<file path="src/rtl/keypad_scan_debounce.sv">
// keypad_scan_debounce
// Scans a 4x4 active-low keypad matrix one column at a time and synchronises the rows.
// It debounces whole frames and emits one event per new key press.
// The block also holds the alt-function latch that drives the alt LED.
module keypad_scan_debounce #(
    parameter int SCAN_DIV       = 16,
    parameter int DEBOUNCE_SCANS = 4
) (
    input  logic       clock,
    input  logic       reset,
    input  logic [3:0] numpad_rows,
    output logic [3:0] numpad_columns,
    input  logic       alt_key,
    output logic       key_valid,
    output logic [3:0] key_code,
    output logic       key_alt,
    output logic       key_down,
    output logic       alt_numpad_led
);

    localparam int SLOT_W = $clog2(SCAN_DIV);
    localparam int CNT_W  = (DEBOUNCE_SCANS > 1) ? $clog2(DEBOUNCE_SCANS) : 1;

    localparam logic [SLOT_W-1:0] SLOT_LAST  = SLOT_W'(SCAN_DIV - 1);
    localparam logic [CNT_W-1:0]  STABLE_MAX = CNT_W'(DEBOUNCE_SCANS - 1);
    // Candidate encoding: bit 4 set means "no key", otherwise bits 3:0 are {col,row}.
    localparam logic [4:0]        CAND_NONE  = 5'b10000;

    logic [3:0]        rows_meta;
    logic [3:0]        rows_sync;
    logic              alt_meta;
    logic              alt_sync;
    logic              alt_sync_d;
    logic              alt_rise;
    logic              alt_latched;

    logic [SLOT_W-1:0] slot_cnt;
    logic [1:0]        col_idx;
    logic [11:0]       frame_lo;
    logic              sample_tick;
    logic              frame_end;
    logic [15:0]       full_frame;

    logic [4:0]        cand;
    logic [4:0]        prev_cand;
    logic [4:0]        reported;
    logic [CNT_W-1:0]  stable_cnt;
    logic [CNT_W-1:0]  next_cnt;
    logic              accept;
    logic              new_press;
    logic              release_ev;

    assign sample_tick    = (slot_cnt == SLOT_LAST);
    assign frame_end      = sample_tick && (col_idx == 2'd3);
    // Column 3 is folded in directly from the synchronised rows in its own sampling cycle.
    assign full_frame     = {~rows_sync, frame_lo};
    assign alt_rise       = alt_sync & ~alt_sync_d;
    assign numpad_columns = ~(4'b0001 << col_idx);
    assign alt_numpad_led = ~alt_latched;

    // Two-flop synchronisers for the asynchronous rows and alt request, plus an alt edge tap.
    always_ff @(posedge clock) begin
        if (reset) begin
            rows_meta  <= 4'hF;
            rows_sync  <= 4'hF;
            alt_meta   <= 1'b0;
            alt_sync   <= 1'b0;
            alt_sync_d <= 1'b0;
        end else begin
            rows_meta  <= numpad_rows;
            rows_sync  <= rows_meta;
            alt_meta   <= alt_key;
            alt_sync   <= alt_meta;
            alt_sync_d <= alt_sync;
        end
    end

    // Slot timer and column stepping; rows are captured only in the last cycle of a slot.
    always_ff @(posedge clock) begin
        if (reset) begin
            slot_cnt <= '0;
            col_idx  <= 2'd0;
            frame_lo <= 12'h000;
        end else if (sample_tick) begin
            slot_cnt <= '0;
            col_idx  <= col_idx + 2'd1;
            case (col_idx)
                2'd0:    frame_lo[3:0]  <= ~rows_sync;
                2'd1:    frame_lo[7:4]  <= ~rows_sync;
                2'd2:    frame_lo[11:8] <= ~rows_sync;
                default: frame_lo       <= frame_lo;
            endcase
        end else begin
            slot_cnt <= slot_cnt + SLOT_W'(1);
        end
    end

    // Lowest-index pressed key in the completed frame; iterating downward lets the lowest win.
    always_comb begin
        cand = CAND_NONE;
        for (int i = 15; i >= 0; i--) begin
            if (full_frame[i]) begin
                cand = {1'b0, 4'(i)};
            end
        end
    end

    // Stability counter for the candidate, saturating at the acceptance threshold.
    always_comb begin
        next_cnt = '0;
        if (cand == prev_cand) begin
            next_cnt = (stable_cnt == STABLE_MAX) ? STABLE_MAX : stable_cnt + CNT_W'(1);
        end
    end

    assign accept     = frame_end && (next_cnt == STABLE_MAX);
    assign new_press  = accept && !cand[4] && (cand != reported);
    assign release_ev = accept && cand[4];

    // Frame history, reported key and the one-cycle press event.
    always_ff @(posedge clock) begin
        if (reset) begin
            prev_cand  <= CAND_NONE;
            stable_cnt <= '0;
            reported   <= CAND_NONE;
            key_down   <= 1'b0;
            key_valid  <= 1'b0;
            key_code   <= 4'h0;
            key_alt    <= 1'b0;
        end else begin
            key_valid <= new_press;
            if (frame_end) begin
                prev_cand  <= cand;
                stable_cnt <= next_cnt;
            end
            if (new_press) begin
                reported <= cand;
                key_down <= 1'b1;
                key_code <= cand[3:0];
                key_alt  <= alt_latched | alt_sync;
            end else if (release_ev) begin
                reported <= CAND_NONE;
                key_down <= 1'b0;
            end
        end
    end

    // Alt latch: set by a rising alt edge, consumed by the next key event; a new edge wins.
    always_ff @(posedge clock) begin
        if (reset) begin
            alt_latched <= 1'b0;
        end else if (alt_rise) begin
            alt_latched <= 1'b1;
        end else if (new_press) begin
            alt_latched <= 1'b0;
        end
    end

endmodule

</file>
<file path="config.mk">
export PLATFORM = sky130hd
export DESIGN_NAME = keypad_scan_debounce
export DESIGN_NICKNAME = d
export VERILOG_FILES = /design/src/rtl/keypad_scan_debounce.sv
export SDC_FILE = /design/constraint.sdc
export NUM_CORES = 1
export LEC_CHECK = 0
export ABC_AREA = 1
export CORE_MARGIN = 5
export CORE_UTILIZATION = 50
export DETAILED_ROUTE_END_ITERATION = 8
export PLACE_DENSITY_LB_ADDON = 0.15
export SYNTH_ARGS = -nofsm -noshare
export SYNTH_HDL_FRONTEND = slang
export SYNTH_SLANG_ARGS = --single-unit
</file>
<file path="constraint.sdc">
create_clock -name clock -period 2.99 [get_ports clock]
set_input_delay 0.7475 -clock clock [delete_from_list [all_inputs] [get_ports clock]]
set_output_delay 0.7475 -clock clock [all_outputs]
set_load 0.01 [all_outputs]
</file>
**After elaboration in Yosys (flattened, before gate mapping)**

Index checks and enable logic that the tools add are counted.
W data, S select, Z words.

- Reduce and logical (&&, ||, !) cells: 13
- Add/subtract/negate cells: 3
- Shifts and indexed selects: 1
- Multiplexer cells: 24
- Bitwise gates (word level): 6
- Equal/unequal tests: 8

Operator list:

| kind | number |
|---|---|
| $mux W5 | 18 |
| $eq A2 B2 Y1 const B | 4 |
| $not A4 Y4 | 2 |
| $reduce_and A2 Y1 | 3 |
| $eq A5 B5 Y1 | 1 |
| $logic_and A1 B1 Y1 | 5 |
| $ne A5 B5 Y1 | 1 |
| $add A2 B1 Y2 const B | 2 |
| $add A4 B1 Y4 const B | 1 |
| $eq A4 B4 Y1 const B | 1 |
| $mux W1 | 4 |
| $mux W2 | 2 |
| $reduce_bool A2 Y1 | 2 |
| $shl A1 B2 Y4 const A | 1 |
| $eq A2 B1 Y1 const B | 1 |
| $logic_not A2 Y1 | 1 |
| $not A1 Y1 | 2 |
| $reduce_or A2 Y1 | 1 |
| $and A1 B1 Y1 | 1 |
| $logic_not A1 Y1 | 1 |
| $or A1 B1 Y1 | 1 |

- Input port bits: 7
- Register bits after elaboration: 49

**Longest topological paths before layout**

Gate-level depths: netlist of run 1.

- Depth after elaboration: 25
- Depth in mapped cells: 22
- Gate-level depth less buffers: 22

**Worst setup path after synthesis of run 1**

No wires, ideal clock.

- Path type: reg2reg
- Start point: register rows_sync[1]
- End point: register alt_latched
- Required time: 2,873 ps
- Arrival: 1,878 ps
- Library setup time: 117 ps
- Stages on the path, launching flop included: 14
- Slack: 996 ps
- Path buffers: 0
- Path through: dfxtp_1 -> inv_2 -> nor3_4 -> inv_2 -> nor2_1 -> nand2_2 -> xor2_1 -> nand2_1 -> nor3_2 -> nand3_2 -> nor2_8 -> nand3_4 -> nand3_1 -> o21ai_1

- Longest elaborated chain between the ends: 22

RTL lines:

| element | RTL line | RTL |
|---|---|---|
| start, declared | 30 | `logic [3:0] rows_sync;` |
| start signal, assigned | 71 | `rows_sync <= rows_meta;` |
| $not A4 Y4 (*) | 56 | `assign full_frame = {~rows_sync, frame_lo};` |
| $mux W5 (*) (14 in a row) | 102 | `if (full_frame[i]) begin` |
| $eq A5 B5 Y1 | 111 | `if (cand == prev_cand) begin` |
| $mux W2 | 111 |  |
| $eq A2 B2 Y1 | 116 | `assign accept = frame_end && (next_cnt == STABLE_MAX);` |
| $logic_and A1 B1 Y1 | 116 |  |
| $logic_and A1 B1 Y1 | 117 | `assign new_press = accept && !cand[4] && (cand != reported);` |
| $logic_and A1 B1 Y1 (*) | 117 |  |
| $reduce_bool A2 Y1 (no line) (*) | -- |  |
| end signal, assigned | 151 | `alt_latched <= 1'b0;` |
| end signal, assigned | 153 | `alt_latched <= 1'b1;` |
| end signal, assigned | 155 | `alt_latched <= 1'b0;` |
| end, declared | 35 | `logic alt_latched;` |

Mark *: on every way between the ends. The rest lies on a longest branch, timed or not.
A chain may end at the register's enable or synchronous reset.

**Final worst setup path of run 1**

- Start point: register slot_cnt[0]
- End point: register key_code[2]

- Longest elaborated chain between the ends: 5

RTL lines:

| element | RTL line | RTL |
|---|---|---|
| start, declared | 37 | `logic [SLOT_W-1:0] slot_cnt;` |
| start signal, assigned | 94 | `slot_cnt <= slot_cnt + SLOT_W'(1);` |
| $eq A4 B4 Y1 | 53 | `assign sample_tick = (slot_cnt == SLOT_LAST);` |
| $logic_and A1 B1 Y1 | 54 | `assign frame_end = sample_tick && (col_idx == 2'd3);` |
| $logic_and A1 B1 Y1 | 116 |  |
| $logic_and A1 B1 Y1 (2 in a row) | 117 |  |
| end signal, assigned | 139 | `key_code <= cand[3:0];` |
| end, declared | 15 | `output logic [3:0] key_code,` |

Every way passes these cells.

==> results of run 1 <==
synthesized netlist by cell type:
master / instances
buf_6: 1
nand3b_1: 2
ha_1: 5
nand4_1: 5
clkbuf_1: 3
nor3_2: 1
xor2_1: 5
o21ai_0: 22
nand2_1: 39
nand3_4: 1
a31oi_1: 1
o21ai_1: 2
nor2_8: 1
nor2_1: 25
inv_1: 34
or2_2: 8
nand3_1: 13
o211ai_1: 1
inv_2: 3
clkinv_1: 1
nor3_4: 1
o21ai_4: 1
nand2_2: 2
a21oi_1: 33
dfxtp_1: 49
nor2_2: 3
nand3_2: 2
how the worst min path moves through the flow:
stage,end,cells past startpoint,slack (ns)
3_3_place_gp,rows_sync[0]$_SDFF_PP1_,1,0.39
4_1_cts,rows_sync[1]$_SDFF_PP1_,1,0.41
6_report,rows_sync[1]$_SDFF_PP1_,1,0.41
3_5_place_dp,rows_sync[2]$_SDFF_PP1_,1,0.39
5_1_grt,rows_sync[1]$_SDFF_PP1_,1,0.42
2_1_floorplan,alt_sync$_SDFF_PP0_,2,0.39
registers in the layout, summed over array words and instances, names as in the netlist:
name	count
frame_lo	12
prev_cand	5
reported	5
key_code	4
rows_meta	4
rows_sync	4
slot_cnt	4
col_idx	2
stable_cnt	2
alt_latched	1
alt_meta	1
alt_sync	1
alt_sync_d	1
key_alt	1
key_down	1
key_valid	1
routing by layer:
metal	global-route usage	wire, µm
met5	0	0
met4	0.0692	61
met3	0.0486	184
met2	0.221	1620
met1	0.230	2060
layout by cell type, fill, tap and decap left out, drive strengths merged:
master          n
dfxtp          49
nand2          41
inv            37
a21oi          33
nor2           29
o21ai          25
clkdlybuf4s50  18
nand3          16
or2             8
clkbuf          7
nand4           5
xor2            5
ha              5
nand3b          2
buf             2
nor3            2
clkinv          1
o211ai          1
a31oi           1
bufinv          1
power groups by stage:
| stage | logic, W | clock network (W) | registers (W) |
|---|---|---|---|
| after global placement | 0.0000820 | 0 | 0.000686 |
| after floorplan | 0.0000601 | 0 | 0.000683 |
| after detailed placement | 0.0000822 | 0 | 0.000686 |
| after CTS | 0.0000827 | 0.000491 | 0.000670 |
| final | 0.0000817 | 0.000477 | 0.000670 |
| after global routing | 0.0000930 | 0.000525 | 0.000672 |
critical path: cells and delay by family (launching register included):
kind                     cells  cell delay (ns)
flip-flops                   1             0.35
buffers and inverters        3             0.53
AO/OA/AOI/OAI                1             0.19
adder cells (fa/ha/maj)      1             0.17
AND/OR/NAND/NOR              6             1.08
per-stage QoR:
step | instance area (µm²) | total power, W | std cells | hold WS, ns | util
after floorplan | 2080 | 0.000743 | 264 | 0.388 | -
after global placement | 2320 | 0.000768 | 330 | 0.393 | 0.576
after detailed placement | 2320 | 0.000768 | 330 | 0.393 | 0.576
after CTS | 2440 | 0.00124 | 338 | 0.413 | 0.605
after global routing | 2440 | 0.00129 | 338 | 0.419 | 0.605
final | 2440 | 0.00123 | 338 | 0.406 | 0.605
layout make-up:
class / count / area [µm²]
clock inverter: 1 / 30.0
sequential: 49 / 981
tap: 50 / 62.6
timing repair buffer: 20 / 195
inverter: 38 / 143
multi-input combinational: 173 / 938
clock buffer: 7 / 86.3
fill: 396 / 1590
kinds of logic (layout without fill, tap and decap cells):
logic type,Yosys count,after routing,share of synthesized area
AND/OR/NAND/NOR,103,103,0.248
AO/OA/AOI/OAI,60,60,0.151
flip-flops,49,49,0.471
buffers and inverters,42,66,0.0792
adder cells (fa/ha/maj),5,5,0.0300
XOR/XNOR,5,5,0.0210
==> out/qor.yml, run 1 <==
logic_synthesis:
  syn_avg_cell_area_um2: 7.90
  ys_types: 27
  synth_nets: 276
  synth_top_cell_by_area: "dfxtp_1"
  ys_ff_latch: 49
  synth_top_area_frac: 0.471
  yosysWarnings: 0
  synthCells: 264
  syn-cell-area_mm2: 0.00208
  ys_seq_area_frac: 0.471
  synth.area.top_cells: "dfxtp_1, a21oi_1, nand2_1"
critical_path:
  crit_type: "reg -> reg"
  crit_arrival_ns: 2.62
  cp.required_ns: 3.21
  reg2reg_depth: 11
  slowest_delay_ns: 0.38
  start_kind: "flop"
  crit_slowest_cell: "nor2_2"
  r2r-start: "slot_cnt[0]$_SDFF_PP0_"
  crit_chain: "ha_1 > nand2_1 > nor2_1 > clkinv_1 > nor2_2 > inv_1 > nor2_1 > inv_1 > nor2_8 > nand4_1 > a21oi_1"
  end_kind: "flop"
  rrSetupSlack_ns: 0.60
  r2r-end: "key_code[2]$_SDFFE_PP0P_"
  crit_start: "slot_cnt[0]$_SDFF_PP0_"
  crit_path_end: "key_code[2]$_SDFFE_PP0P_"
  crit_path_max_fanout: 10
clock_network:
  clock-sinks: 49
  root_buffer: "clkbuf_8"
  cts_setup_buffers: 0
  cts_resized: 0
  clk_latency_ns: 0.30
  clockBufferDepth: 2
  holdBufCountCts: 0
  numCtsBuffers: 5
  path_clk_slew_ns: 0.09
  cts_tree: "done"
  h-tree-depth: 2
grt:
  grt_pass1_vias: 1452
  grt_max_degree: 23
  grt_pass1_wl_um: 6680
  antenna_found_initial: 0
  track_usage: 0.160
  grt-ovfl-total: 0
die:
  io_pins: 19
  die_height_um: 74.6
  core_area_mm2: 0.00403
  initial_core_util: 0.517
  rows: 23
  die_w_um: 74.6
  dieArea_mm2: 0.00556
cells_and_area:
  drive_above_1_share: 0.111
  diodes: 0
  areaGrowthSynthToFinish_pct: 16.9
  final_nets: 299
routing:
  ant_nets: 0
  viasPerCell: 4.97
  drc: 0
  vias: 1680
  wirelength_um: 3930
  drtIter0Drc: 93
  firstDrtPassIters: 4
  wire_per_inst_um: 11.6
placement:
  place_congestion: 0.805
  dp_hpwl_um: 2840
  dp_slack_ns: 0.634
  port_buffers: 18
sta:
  setup_tns_ns: 0
  worst_pin_slew_ns: 0.491
  setup_ws_ns: 0.598
  rsz0062_at_grt: "false"
  timing_hold_violations_final: 0
  fmax_mhz: 418
  post-route-min-period_ns: 2.39
  setup_violations: 0
  period_share: 0.800
  drv_slew: 0
  maxSlewHeadroom: 0.672
  finalClockSkew_ns: 0.00885
power_and_ir_drop:
  pwr-share-comb: 0.066
  seqPwrFrac: 0.545
  p_sw_w: 0.000261
  ir_drop_v: 0.000318
  cellInternalPower_w: 0.000968
  swShare: 0.212
  clock_power_share: 0.388
  p_leak_nw: 1.04
  power_density_mw_per_mm2: 505
run:
  cap_violations: 0
outcome:
  outcome: "completed"
hold_path:
  min-delay-path-class: "reg -> reg"
  hp-start: "rows_meta[1]$_SDFF_PP1_"
Power figures use the tool's default switching activity.
==> run 2: changes to the inputs <==
==> constraint.sdc (replaced) <==
create_clock -name clock -period 2.3 [get_ports clock]
set_input_delay 0.575 -clock clock [delete_from_list [all_inputs] [get_ports clock]]
set_output_delay 0.575 -clock clock [all_outputs]
set_load 0.01 [all_outputs]
==> out/qor.yml, run 2 (synthesized netlist as in run 1, its figures left out) <==
hold_path:
  whs_path_depth: 2  # was 1
  min-delay-path-class: "reg -> reg"  # unchanged
clock_network:
  holdBufCountCts: 0  # unchanged
  numCtsBuffers: 5  # unchanged
  h-tree-depth: 2  # unchanged
  root_buffer: "clkbuf_8"  # unchanged
  path_clk_slew_ns: 0.09  # about the same
  cts_tree: "done"  # unchanged
  clockBufferDepth: 2  # unchanged
  clk_latency_ns: 0.29  # was 0.30 ns
  clock-sinks: 49  # unchanged
grt:
  grt_max_degree: 26  # was 23
  antenna_found_initial: 0  # unchanged
  grt_pass1_wl_um: 6730  # was 6680 µm
  grt_pass1_vias: 1508  # was 1,452
  grt-ovfl-total: 0  # unchanged
  track_usage: 0.155  # was 0.160
sta:
  setup_violations: 0  # unchanged
  period_share: 0.933
  timing_hold_violations_final: 0  # unchanged
  fmax_mhz: 466
  rsz0062_at_grt: "true"  # was false
  post-route-min-period_ns: 2.15
  drv_slew: 0  # unchanged
  worst_pin_slew_ns: 0.438  # was 0.491 ns
  maxSlewHeadroom: 0.707  # was 0.672
  setup_tns_ns: 0  # unchanged
  finalClockSkew_ns: 0.00807  # was 0.00885 ns
run:
  cap_violations: 0  # unchanged
routing:
  viasPerCell: 5.01  # was 4.97
  drtIter0Drc: 145  # was 93
  ant_nets: 0  # unchanged
  firstDrtPassIters: 5  # was 4
  wirelength_um: 4040  # was 3930 µm
  vias: 1730  # was 1,680
  wire_per_inst_um: 11.7  # was 11.6 µm
  drc: 0  # unchanged
cells_and_area:
  areaGrowthSynthToFinish_pct: 24.5  # was 16.9%
  reg_top3: "frame_lo x12, prev_cand x5, reported x5"  # unchanged
  largest_register: "frame_lo"  # unchanged
  drive_above_1_share: 0.217  # was 0.111
  final_common_cell: "dfxtp_1"  # unchanged
  fillers: 354  # was 396
  final_nets: 306  # was 299
  largest_reg_flops: 12  # unchanged
  finalNonFillerCells: 345  # was 338
  diodes: 0  # unchanged
  fin_area_mm2: 0.00259  # was 0.00244 mm²
  most-common-layout-cells: "dfxtp_1, nand2_1, inv_1"  # unchanged
placement:
  place_area_mm2: 0.00236  # was 0.00232 mm²
  place_congestion: 0.834  # was 0.805
  port_buffers: 18  # unchanged
  dp_hpwl_um: 2890  # was 2840 µm
  placed_cells: 335  # was 330
die:
  dieArea_mm2: 0.00556  # unchanged
  core_area_mm2: 0.00403  # unchanged
  die_height_um: 74.6  # unchanged
  die_w_um: 74.6  # unchanged
  io_pins: 19  # unchanged
  rows: 23  # unchanged
  initial_core_util: 0.517  # unchanged
critical_path:
  end_kind: "primary output"  # was flop
  crit_arrival_ns: 1.57  # was 2.62 ns
  start_kind: "flop"  # unchanged
  reg2reg_depth: 13  # was 11
  cp.required_ns: 1.73  # was 3.21 ns
  crit_path_max_fanout: 4  # was 10
  crit_type: "reg -> out"  # was reg -> reg
power_and_ir_drop:
  power_density_mw_per_mm2: 658  # was 505 mW/mm²
  finalPower_w: 0.00171  # was 0.00123 W
  p_leak_nw: 1.09  # was 1.04 nW
  ir_drop_v: 0.000580  # was 0.000318 V
outcome:
  outcome: "completed"  # unchanged
-- run 2: changes by cell type in the layout (fill, tap and decap cells not counted), moves of 4 or more --
cell | previous run | this run
a21oi_1 | 33 | 29
a21oi_2 | 0 | 4
buf_4 | 2 | 8
dfxtp_1 | 49 | 44
inv_1 | 34 | 30
inv_2 | 3 | 7
nand2_1 | 39 | 33
nand2_2 | 2 | 8
-- run 2: report_power, final --
group          internal, W  leakage [nW]  switching [W]
registers         0.000861         0.398     0.00000906
clock network     0.000432        0.0681       0.000280
logic            0.0000536         0.622      0.0000723
total              0.00135          1.09       0.000361
-- run 2: cell type report --
class	count	area (µm²)	area share
timing repair buffer	26	240	0.0926
clock buffer	5	68.8	0.0265
tap	50	62.6	0.0241
sequential	49	992	0.382
inverter	38	143	0.0550
multi-input combinational	174	1020	0.394
clock inverter	3	65.1	0.0251
-- run 2: routing by layer --
metal | global-route usage | wire (µm) | vias to the layer above
met5 | 0 | 0 | -
met4 | 0.0395 | 15 | 0
met3 | 0.0405 | 154 | 2
met2 | 0.230 | 1800 | 29
met1 | 0.224 | 2070 | 786
li1 | - | - | 913
-- run 2: stage by stage --
| step | worst slack (ns) | hold slack [ns] | utilization |
|---|---|---|---|
| after detailed placement | 0.0803 | 0.393 | 0.585 |
| final | 0.154 | 0.410 | 0.644 |
| after global placement | 0.124 | 0.391 | 0.585 |
| after global routing | -0.00802 | 0.426 | 0.644 |
| after CTS | 0.0703 | 0.413 | 0.618 |
| after floorplan | 0.306 | 0.388 | - |
-- run 2: timing repair --
action / 4_1_cts / 5_1_grt
setup buffers: 0 / 1
resized for setup: 0 / 31
setup endpoints to repair: 0 / 13
-- run 2: final timing paths --
kind / start / end / slack, ns
worst max-delay path: col_idx[0]$_SDFFE_PP0P_ / numpad_columns[0] / 0.15
worst max register to register: frame_lo[0]$_SDFFE_PP0P_ / reported[3]$_SDFFE_PP0P_ / 0.17
worst min-delay path: alt_meta$_SDFF_PP0_ / alt_sync$_SDFF_PP0_ / 0.41
worst min register to register: alt_meta$_SDFF_PP0_ / alt_sync$_SDFF_PP0_ / 0.41
-- run 2: worst max-delay path: stages, from the launching register on --
cell and delay (ns):
dfxtp_1 0.37, inv_1 0.10, ha_1 0.20, inv_1 0.08, clkdlybuf4s50_1 0.54
==> run 3: changes to the inputs <==
--- a/config.mk
+++ b/config.mk
@@ -9,7 +9,7 @@
 export CORE_MARGIN = 5
 export CORE_UTILIZATION = 50
 export DETAILED_ROUTE_END_ITERATION = 8
-export PLACE_DENSITY_LB_ADDON = 0.15
+export PLACE_DENSITY = 0.79
 export SYNTH_ARGS = -nofsm -noshare
 export SYNTH_HDL_FRONTEND = slang
 export SYNTH_SLANG_ARGS = --single-unit
==> out/qor.yml, run 3 (synthesized netlist as in run 1, its figures left out) <==
outcome:
  outcome: "completed"  # unchanged
critical_path:
  start_kind: "flop"  # unchanged
  crit_path_max_fanout: 5  # was 4
  crit_arrival_ns: 2.49  # was 1.57 ns
  rrSetupSlack_ns: 0.04  # was 0.17 ns
  cp.required_ns: 2.52  # was 1.73 ns
  reg2reg_depth: 12  # was 13
  crit_slowest_cell: "dfxtp_2"  # was clkdlybuf4s50_1
  r2r-end: "reported[0]$_SDFFE_PP0P_"  # was reported[3]$_SDFFE_PP0P_
  crit_type: "reg -> reg"  # was reg -> out
  crit_chain: "inv_2 > nand4_1 > nor2_1 > nor2_1 > nor2_2 > buf_6 > xor2_2 > nor3_2 > nand3_4 > nor2_8 > nand4_1 > a21oi_1"  # was inv_1 > ha_1 > inv_1 > clkdlybuf4s50_1
  slowest_delay_ns: 0.34  # was 0.54 ns
  end_kind: "flop"  # was primary output
  r2r-start: "frame_lo[10]$_SDFFE_PP0P_"  # was frame_lo[0]$_SDFFE_PP0P_
clock_network:
  h-tree-depth: 2  # unchanged
  numCtsBuffers: 5  # unchanged
  clockBufferDepth: 2  # unchanged
  cts_tree: "done"  # unchanged
  path_clk_slew_ns: 0.09  # about the same
  clk_latency_ns: 0.29  # about the same
  clock-sinks: 49  # unchanged
  root_buffer: "clkbuf_8"  # unchanged
hold_path:
  min_to: "alt_latched$_SDFFE_PP0P_"  # was alt_sync$_SDFF_PP0_
  hp-start: "alt_sync_d$_SDFF_PP0_"  # was alt_meta$_SDFF_PP0_
  whs_path_depth: 1  # was 2
  min-delay-path-class: "reg -> reg"  # unchanged
die:
  rows: 23  # unchanged
  dieArea_mm2: 0.00556  # unchanged
  die_height_um: 74.6  # unchanged
  io_pins: 19  # unchanged
  initial_core_util: 0.517  # unchanged
  core_area_mm2: 0.00403  # unchanged
  die_w_um: 74.6  # unchanged
grt:
  antenna_found_initial: 0  # unchanged
  grt_max_degree: 26  # unchanged
  grt_pass1_vias: 1598  # was 1,508
  track_usage: 0.166  # was 0.155
  grt_pass1_wl_um: 7070  # was 6730 µm
  grt-ovfl-total: 0  # unchanged
routing:
  vias: 1830  # was 1,730
  wire_per_inst_um: 12.9  # was 11.7 µm
  firstDrtPassIters: 4  # was 5
  drc: 0  # unchanged
  wirelength_um: 4540  # was 4040 µm
  drtIter0Drc: 165  # was 145
  ant_nets: 0  # unchanged
  viasPerCell: 5.18  # was 5.01
cells_and_area:
  drive_above_1_share: 0.231  # was 0.217
  fillers: 315  # was 354
  largest_register: "frame_lo"  # unchanged
  most-common-layout-cells: "dfxtp_1, nand2_1, a21oi_1"  # was dfxtp_1, nand2_1, inv_1
  final_common_cell: "dfxtp_1"  # unchanged
  final_core_util: 0.657  # was 0.644
  areaGrowthSynthToFinish_pct: 27.0  # was 24.5%
  final_nets: 314  # was 306
  reg_top3: "frame_lo x12, prev_cand x5, reported x5"  # unchanged
  largest_reg_flops: 12  # unchanged
  diodes: 0  # unchanged
sta:
  fin_hold_ws_ns: 0.408  # was 0.410 ns
  fmax_mhz: 442  # was 466 MHz
  maxSlewHeadroom: 0.668  # was 0.707
  drv_slew: 0  # unchanged
  finalClockSkew_ns: 0.00930  # was 0.00807 ns
  worst_pin_slew_ns: 0.497  # was 0.438 ns
  setup_violations: 0  # unchanged
  timing_hold_violations_final: 0  # unchanged
  period_share: 0.985  # was 0.933
  post-route-min-period_ns: 2.26  # was 2.15 ns
run:
  cap_violations: 0  # unchanged
placement:
  dp_hpwl_um: 2850  # was 2890 µm
  place_congestion: 0.861  # was 0.834
  port_buffers: 18  # unchanged
power_and_ir_drop:
  p_leak_nw: 1.13  # was 1.09 nW
  finalPower_w: 0.00169  # was 0.00171 W
  ir_drop_v: 0.000551  # was 0.000580 V
  power_density_mw_per_mm2: 639  # was 658 mW/mm²
run 3: per-stage QoR:
stage / worst slack [ns] / TNS (ns) / cells / area, µm²
2_1_floorplan: 0.306 / 0 / 264 / 2080
3_3_place_gp: 0.144 / 0 / 333 / 2340
3_5_place_dp: 0.127 / 0 / 333 / 2340
4_1_cts: 0.0872 / 0 / 341 / 2480
5_1_grt: -0.122 / -1.10 / 353 / 2650
6_report: 0.0354 / 0 / 353 / 2650
run 3: worst max-delay path, delay by kind of cell (launching register included):
family | cells | cell delay, ns
simple gates | 8 | 1.42
flops | 1 | 0.34
buf+inv | 2 | 0.21
compound gates | 1 | 0.18
xor+xnor | 1 | 0.06
run 3: report_power, final:
part	leakage [nW]	total [W]	internal, W	switching [W]
Combinational	0.662	0.000127	0.0000546	0.0000721
Clock	0.0681	0.000697	0.000432	0.000265
Sequential	0.399	0.000869	0.000860	0.00000928
run 3: layout make-up:
cell class              count  area, µm²  area share
clock inverters             3       65.1      0.0246
flip-flops and latches     49        997       0.377
clock buffers               5       68.8      0.0260
repair buffers             34        308       0.116
inverters                  38        143      0.0539
well taps                  50       62.6      0.0236
multi-input cells         174       1000       0.379
run 3: worst max-delay path by stage:
stage / slack (ns) / depth (start not counted) / endpoint / from
floorplan: 0.31 / 13 / alt_latched$_SDFFE_PP0P_ / rows_sync[1]$_SDFF_PP1_
global placement: 0.14 / 12 / alt_latched$_SDFFE_PP0P_ / rows_sync[0]$_SDFF_PP1_
detailed placement: 0.13 / 13 / key_code[0]$_SDFFE_PP0P_ / rows_sync[0]$_SDFF_PP1_
CTS: 0.09 / 13 / reported[2]$_SDFFE_PP0P_ / rows_sync[0]$_SDFF_PP1_
global route: -0.12 / 12 / reported[1]$_SDFFE_PP0P_ / frame_lo[10]$_SDFFE_PP0P_
finish: 0.04 / 12 / reported[0]$_SDFFE_PP0P_ / frame_lo[10]$_SDFFE_PP0P_
run 3: layer usage:
metal,part of all wire,GRT usage
met1,0.45,0.217
met2,0.49,0.261
met3,0.040,0.0459
met4,0.024,0.0652
met5,0,0
run 3: timing repair:
action | CTS | global route
resized for setup | 0 | 29
setup endpoints to repair | 0 | 13
buffers inserted | 0 | 11
hold endpoints to repair | 0 | 0
hold buffers | 0 | 0
